--- src/rtl/rf_wb_arbiter.sv ---
// rf_wb_arbiter: round-robin share of the register-file write port
// between NREQ writeback sources, plus a per-register busy scoreboard.
//
// Ports:
//   clk, rst            clock, synchronous active-high reset
//   req_valid/ready     per-requester handshake, ready is one-hot grant
//   req_addr/req_data   packed per-requester dest address and data
//   iss_valid/addr      issue stage marks a destination pending
//   iss_ready           issue accepted (destination not busy)
//   rs1/rs2_addr/busy   scoreboard lookups for the issue stage
//   rf_wen/waddr/wdata  registered register-file write port
//
// Optional feature macro RF_WB_ARB_BYPASS_EN adds rs1_fwd/rs2_fwd and
// rs1_fwd_data/rs2_fwd_data, forwarding the write in its commit cycle.

module rf_wb_arbiter #(
  parameter int NREQ       = 2,
  parameter int ADDR_WIDTH = 5,
  parameter int DATA_WIDTH = 32
) (
  input  logic                       clk,
  input  logic                       rst,
  input  logic [NREQ-1:0]            req_valid,
  output logic [NREQ-1:0]            req_ready,
  input  logic [NREQ*ADDR_WIDTH-1:0] req_addr,
  input  logic [NREQ*DATA_WIDTH-1:0] req_data,
  input  logic                       iss_valid,
  input  logic [ADDR_WIDTH-1:0]      iss_addr,
  output logic                       iss_ready,
  input  logic [ADDR_WIDTH-1:0]      rs1_addr,
  output logic                       rs1_busy,
  input  logic [ADDR_WIDTH-1:0]      rs2_addr,
  output logic                       rs2_busy,
  output logic                       rf_wen,
  output logic [ADDR_WIDTH-1:0]      rf_waddr,
  output logic [DATA_WIDTH-1:0]      rf_wdata
`ifdef RF_WB_ARB_BYPASS_EN
  ,
  output logic                       rs1_fwd,
  output logic [DATA_WIDTH-1:0]      rs1_fwd_data,
  output logic                       rs2_fwd,
  output logic [DATA_WIDTH-1:0]      rs2_fwd_data
`endif
);

  localparam int NREG = 2 ** ADDR_WIDTH;
  localparam int PW   = (NREQ > 1) ? $clog2(NREQ) : 1;

  logic [NREG-1:0]       busy_q, busy_d;
  logic [PW-1:0]         rr_q, rr_d;
  logic                  wen_q, wen_d;
  logic [ADDR_WIDTH-1:0] waddr_q, waddr_d;
  logic [DATA_WIDTH-1:0] wdata_q, wdata_d;

  logic                  found;
  logic                  fire;
  logic [PW-1:0]         gnt_idx;
  logic [PW-1:0]         cand;
  logic                  hit;
  int                    s;
  int                    s_nxt;
  logic [ADDR_WIDTH-1:0] sel_addr;
  logic [DATA_WIDTH-1:0] sel_data;
  logic                  iss_fire;
  logic                  rs1_hit, rs2_hit;

  // Scan candidates rr, rr+1, ... modulo NREQ; first valid wins.
  always_comb begin
    found   = 1'b0;
    gnt_idx = '0;
    cand    = '0;
    hit     = 1'b0;
    s       = 0;
    for (int k = 0; k < NREQ; k++) begin
      s = int'(rr_q) + k;
      if (s >= NREQ) s = s - NREQ;
      cand = PW'(s);
      hit  = 1'b0;
      for (int i = 0; i < NREQ; i++) begin
        if (cand == PW'(i)) hit = req_valid[i];
      end
      if (!found && hit) begin
        found   = 1'b1;
        gnt_idx = cand;
      end
    end
  end

  assign fire = found & ~rst;

  always_comb begin
    req_ready = '0;
    sel_addr  = '0;
    sel_data  = '0;
    for (int i = 0; i < NREQ; i++) begin
      if (gnt_idx == PW'(i)) begin
        req_ready[i] = fire;
        sel_addr     = req_addr[i*ADDR_WIDTH +: ADDR_WIDTH];
        sel_data     = req_data[i*DATA_WIDTH +: DATA_WIDTH];
      end
    end
  end

  // Pointer moves past the winner; holds when nothing is granted.
  always_comb begin
    rr_d  = rr_q;
    s_nxt = 0;
    if (fire) begin
      s_nxt = int'(gnt_idx) + 1;
      if (s_nxt >= NREQ) s_nxt = 0;
      rr_d = PW'(s_nxt);
    end
  end

  // Writes to reg 0 complete the handshake but never reach the RF.
  always_comb begin
    wen_d   = fire & (sel_addr != '0);
    waddr_d = waddr_q;
    wdata_d = wdata_q;
    if (fire) begin
      waddr_d = sel_addr;
      wdata_d = sel_data;
    end
  end

  assign iss_ready = ~rst & (~busy_q[iss_addr] | (iss_addr == '0));
  assign iss_fire  = iss_valid & iss_ready & (iss_addr != '0);

  // Clear on commit first so a same-cycle issue to that reg wins.
  always_comb begin
    busy_d = busy_q;
    if (wen_q) busy_d[waddr_q] = 1'b0;
    if (iss_fire) busy_d[iss_addr] = 1'b1;
    busy_d[0] = 1'b0;
  end

`ifdef RF_WB_ARB_BYPASS_EN
  assign rs1_hit      = wen_q & (waddr_q == rs1_addr) & (rs1_addr != '0);
  assign rs2_hit      = wen_q & (waddr_q == rs2_addr) & (rs2_addr != '0);
  assign rs1_fwd      = rs1_hit;
  assign rs2_fwd      = rs2_hit;
  assign rs1_fwd_data = wdata_q;
  assign rs2_fwd_data = wdata_q;
`else
  assign rs1_hit = 1'b0;
  assign rs2_hit = 1'b0;
`endif

  assign rs1_busy = busy_q[rs1_addr] & (rs1_addr != '0) & ~rs1_hit;
  assign rs2_busy = busy_q[rs2_addr] & (rs2_addr != '0) & ~rs2_hit;

  assign rf_wen   = wen_q;
  assign rf_waddr = waddr_q;
  assign rf_wdata = wdata_q;

  always_ff @(posedge clk) begin
    if (rst) begin
      busy_q  <= '0;
      rr_q    <= '0;
      wen_q   <= 1'b0;
      waddr_q <= '0;
      wdata_q <= '0;
    end else begin
      busy_q  <= busy_d;
      rr_q    <= rr_d;
      wen_q   <= wen_d;
      waddr_q <= waddr_d;
      wdata_q <= wdata_d;
    end
  end

endmodule

--- config.mk ---
export PLATFORM = sky130hd
export DESIGN_NAME = rf_wb_arbiter
export DESIGN_NICKNAME = d
export VERILOG_FILES = /design/src/rtl/rf_wb_arbiter.sv
export SDC_FILE = /design/constraint.sdc
export NUM_CORES = 1
export LEC_CHECK = 0
export ABC_AREA = 1
export CAP_MARGIN = 20
export CORE_UTILIZATION = 46
export CTS_CLUSTER_DIAMETER = 120
export DETAILED_ROUTE_END_ITERATION = 16
export PLACE_DENSITY = 0.93
export SYNTH_ARGS = -nofsm -noshare
export SYNTH_HDL_FRONTEND = slang
export SYNTH_SLANG_ARGS = --single-unit
--- constraint.sdc ---
create_clock -name clk -period 2.2 [get_ports clk]
set_clock_uncertainty 0.2 [all_clocks]
set_input_delay 0.44 -clock clk [delete_from_list [all_inputs] [get_ports clk]]
set_output_delay 0.44 -clock clk [all_outputs]
set_load 0.01 [all_outputs]
# --- Yosys cells after proc, flatten, opt, wreduce, memory -nomap -nowiden ---
# Cells that the tools add are included.
totals:
  in_bits: 94
  output_inout_bits: 43
  ff_bits: 71
  word_cells: 66
op_classes:
  n_mux: 25
  n_bitwise: 13
  n_lt_le_gt_ge: 9
  reduce_logical: 9
  add_sub_neg: 4
op_table:
  columns: ["operator", "n"]
  rows:
  - ["$mux W32", 3]
  - ["$and A32 B32 Y32", 1]
  - ["$not A32 Y32", 1]
  - ["$or A32 B32 Y32", 1]
  - ["$lt A5 B6 Y1 const B", 4]
  - ["$reduce_bool A5 Y1", 4]
  - ["$mux W1", 16]
  - ["$bmux W1 S5", 3]
  - ["$demux W1 S5", 2]
  - ["$ge A5 B1 Y1 const B", 2]
  - ["$and A1 B1 Y1", 7]
  - ["$logic_not A5 Y1", 1]
  - ["$mux W5", 1]
  - ["$add A1 B1 Y2 const B", 2]
  - ["$ge A2 B2 Y1 const B", 2]
  - ["$logic_and A1 B1 Y1", 3]
  - ["$ge A1 B2 Y1 const B", 1]
  - ["$not A1 Y1", 2]
  - ["$sub A1 B1 Y1 const B", 2]
  - ["$logic_not A1 Y1", 1]
  - ["$or A1 B1 Y1", 1]

# --- Longest topological paths before layout ---
logic_depth:
  word_depth: 10
  depth_mapped: 14
  mapped_depth_nobuf: 12

# --- Worst setup path after synthesis ---
# Ideal clock, no wire load.
synth_timing:
  path_type: "in2out"
  start: "input port rs1_addr[0]"
  end: "output port rs1_busy"
  path_slack_ns: 0.113
  t_required_ns: 1.560
  path_stages: 8
  arrival_ns: 1.447
  path_cell_list: "clkbuf_1 > clkbuf_1 > o21ai_0 > o31ai_1 > nand2_1 > nand3_1 > nor2_1 > nor2_1"
synth_between:
  elab_chain_cells: 3
  elab_cells_between_ends: 4
  cone_classes: "mux: 2; bitwise: 1; reduce/logical: 1"
synth_lines:
  columns: ["item", "line", "rtl"]
  rows:
  - ["from (decl)", "30", "input logic [ADDR_WIDTH-1:0] rs1_addr,"]
  - ["$bmux W1 S5", "149", "assign rs1_busy = busy_q[rs1_addr] & (rs1_addr != '0) & ~rs1_hit;"]
  - ["$mux W1 (implied by the code)", "149", null]
  - ["$and A1 B1 Y1 *", "149", null]
  - ["to (decl)", "31", "output logic rs1_busy,"]
# Mark *: on every way between the ends. The rest lies on a longest branch, timed or not. The select of a mux whose other input is x is not followed.

# --- Worst setup path after layout ---
layout_timing:
  start: "register busy_q[10]"
  end: "output port rs2_busy"
layout_between:
  elab_chain_cells: 3
layout_lines:
  columns: ["item", "line", "rtl"]
  rows:
  - ["from (decl)", "49", "logic [NREG-1:0] busy_q, busy_d;"]
  - ["from (signal assigned)", "164", "busy_q <= busy_d;"]
  - ["$bmux W1 S5", "150", "assign rs2_busy = busy_q[rs2_addr] & (rs2_addr != '0) & ~rs2_hit;"]
  - ["$mux W1 (implied by the code)", "150", null]
  - ["$and A1 B1 Y1", "150", null]
  - ["to (decl)", "33", "output logic rs2_busy,"]
# No other way between the ends. The select of a mux whose other input is x is not followed.

==> results.cfg <==
[place]
dp_slack_ns = -0.802
hpwl_um = 11200
gp_congestion = 0.944
port_buffers = 136
place_area_mm2 = 0.00567

[layout]
multiInputGateArea_mm2 = 0.00231
mostFrequentLayoutCell = nand2_1
ff_latch_area_mm2 = 0.00141
nets = 913
fillers = 616
post_route_cells_drive_above_1_share = 0.141
diodes = 0
area_delta_synth_final_pct = 50.9
final_cell_mix = 210 x nand2_1, 119 x clkdlybuf4s50_1, 65 x dfxtp_1, 63 x nand3_1, 57 x o21ai_0
final_core_util = 0.727
fin_area_mm2 = 0.00607

[die]
core_region_area_mm2 = 0.00834
die_area_mm2 = 0.00912
die_x_um = 95.5
row_count = 33
initial_utilization = 0.482
ios = 137
die_y_um = 95.5

[power_and_ir_drop]
total_power_w = 0.00337
pwr-share-comb = 0.236
clock_power_share = 0.358
leakage_nw = 2.46
power.density_mw_per_mm2 = 556
p_sw_w = 0.000958
ir_worst_vdd_mv = 0.490
swShare = 0.284
p_int_w = 0.00241
seqPwrFrac = 0.405

[logic_synthesis]
syn-num-nets = 744
synth_warnings = 0
syn_avg_cell_area_um2 = 6.18
netlist_instances = 650
synth_cell_types = 22
yosysSeqAreaShare = 0.349
synth_seq_cells = 70
syn_area_mm2 = 0.00402

[drt]
wl_per_cell_um = 17.2
vias_per_cell = 5.78
drt_iter0_drc = 471
drc = 0
first_pass_iters = 6
ant_nets = 0
wirelength_um = 16000
dr_total_vias = 5365

[global_routing]
antenna_found_initial = 0
grt_pass1_wl_um = 25400
overflow = 0
grt_use_total = 0.364
first_global_vias = 5307
grt_start_max_net_pins = 37

[sta]
post-route-period-util = 1.03
layout_setup_ws_ns = -0.0604
fmax_ghz = 0.442
fin_crit_ns = 2.26
finalMaxSlewViolations = 0
hold_viol = 0
tightest_slew_ns = 0.430
finalSetupViolCount = 2
rsz0062_at_grt = yes
worst_slew_margin_rel = 0.713

[critical_path]
required_ns = 1.56
cp-start-kind = flop
r2r_slack_ns = 0.23
cp-end-kind = output port
arrival_ns = 1.62
crit_fanout = 2
crit_type = reg -> out

[run_status]
violations = negative setup slack
status = complete, but fails checks

[worst_hold_path]
hold_class = reg -> reg

[cts]
clock_path_buffers = 2
h-tree-depth = 3
root_buffer = clkbuf_8
clkSlewWorstSetupHoldPaths_ns = 0.08
cts_tree = built
cts_inserted_buffers = 9
clock_sinks = 70
clk_latency_ns = 0.35

[run]
maxCapViolCount = 0
==> path summary, 6_finish.rpt <==
| check | cells past startpoint | end | from |
|---|---|---|---|
| max | 9 | rs2_busy | busy_q[10] |
| min | 2 | rf_wdata[12] | rf_wdata[12] |
| min reg2reg | 2 | rf_wdata[12] | rf_wdata[12] |
| max reg2reg | 13 | busy_q[5] | busy_q[10] |
==> kinds of logic (layout without fill, tap and decap cells) <==
group                  after synthesis  count (layout)  share of synthesized area
AOI/OAI and AO/OA                  157             157                      0.212
muxes                                2               2                    0.00498
DFF                                 70              70                      0.349
buffers and inverters               85             259                     0.0949
and+or+nand+nor                    336             336                      0.340
==> routing by layer <==
metal / share of wire / track usage / wire length (um) / up-vias
li1: - / - / - / 2488
met1: 0.36 / 0.394 / 5700 / 2451
met5: 0 / 0 / 0 / -
met2: 0.49 / 0.646 / 7850 / 347
met4: 0.052 / 0.210 / 832 / 0
met3: 0.099 / 0.0853 / 1570 / 79
==> state kept, by name, indices dropped and copies added (netlist names) <==
register  flops
busy_q       31
rf_waddr      5
rf_wdata     32
rr_q          1
rf_wen        1
==> what timing repair did <==
item / 4_1_cts / 5_1_grt
pin swaps: 11 / 10
endpoints found under the setup margin: 36 / 4
setup buffers: 7 / 0
cloned: 4 / 0
gates resized for setup: 94 / 5
endpoints found under the hold margin: 0 / 0
hold buffers: 0 / 0
==> power by group through the flow <==
stage                     clock network, W  logic [W]  registers (W)
final                              0.00121   0.000797        0.00137
after global routing               0.00127   0.000852        0.00137
after CTS                          0.00121   0.000780        0.00137
after detailed placement                 0   0.000742        0.00139
after global placement                   0   0.000722        0.00139
after floorplan                          0   0.000297        0.00141
==> per-stage QoR <==
step,hold WS (ns),instances,TNS [ns]
after floorplan,0.261,650,0
after global placement,0.272,902,-15.85
after detailed placement,0.276,902,-17.45
after CTS,0.300,929,-0.0637
after global routing,0.318,929,-0.301
final,0.298,929,-0.0977
==> critical path, cell delays in order (launching register included) <==
cell	delay, ns
dfxtp_2	0.33
inv_2	0.06
a21oi_2	0.04
o21ai_1	0.07
o21ai_1	0.08
o211ai_1	0.30
nand3_1	0.11
nor2_1	0.10
nor2_1	0.05
buf_2	0.13
==> final cells by class <==
| class | count | share of cell area |
|---|---|---|
| clock buffers | 11 | 0.0250 |
| repair buffers | 190 | 0.292 |
| well taps | 105 | 0.0217 |
| repair inverters | 3 | 0.00371 |
| multi-input cells | 495 | 0.380 |
| flip-flops and latches | 70 | 0.232 |
| clock inverters | 5 | 0.0134 |
| inverters | 50 | 0.0318 |
==> synth_stat cells, drive strengths merged <==
cell type / n / area share
clkbuf: 22 / 0.021
o211ai: 8 / 0.015
buf: 13 / 0.028
a21oi: 50 / 0.062
o21ai: 67 / 0.083
o22ai: 2 / 0.0031
a31oi: 27 / 0.042
nand3: 63 / 0.078
clkinv: 1 / 0.00093
nor3: 9 / 0.011
inv: 49 / 0.046
nand2: 210 / 0.20
dfxtp: 70 / 0.35
nor2: 54 / 0.054
mux2i: 2 / 0.0050
a31o: 1 / 0.0022
o31ai: 2 / 0.0037
(Power assumes the default switching activity.)
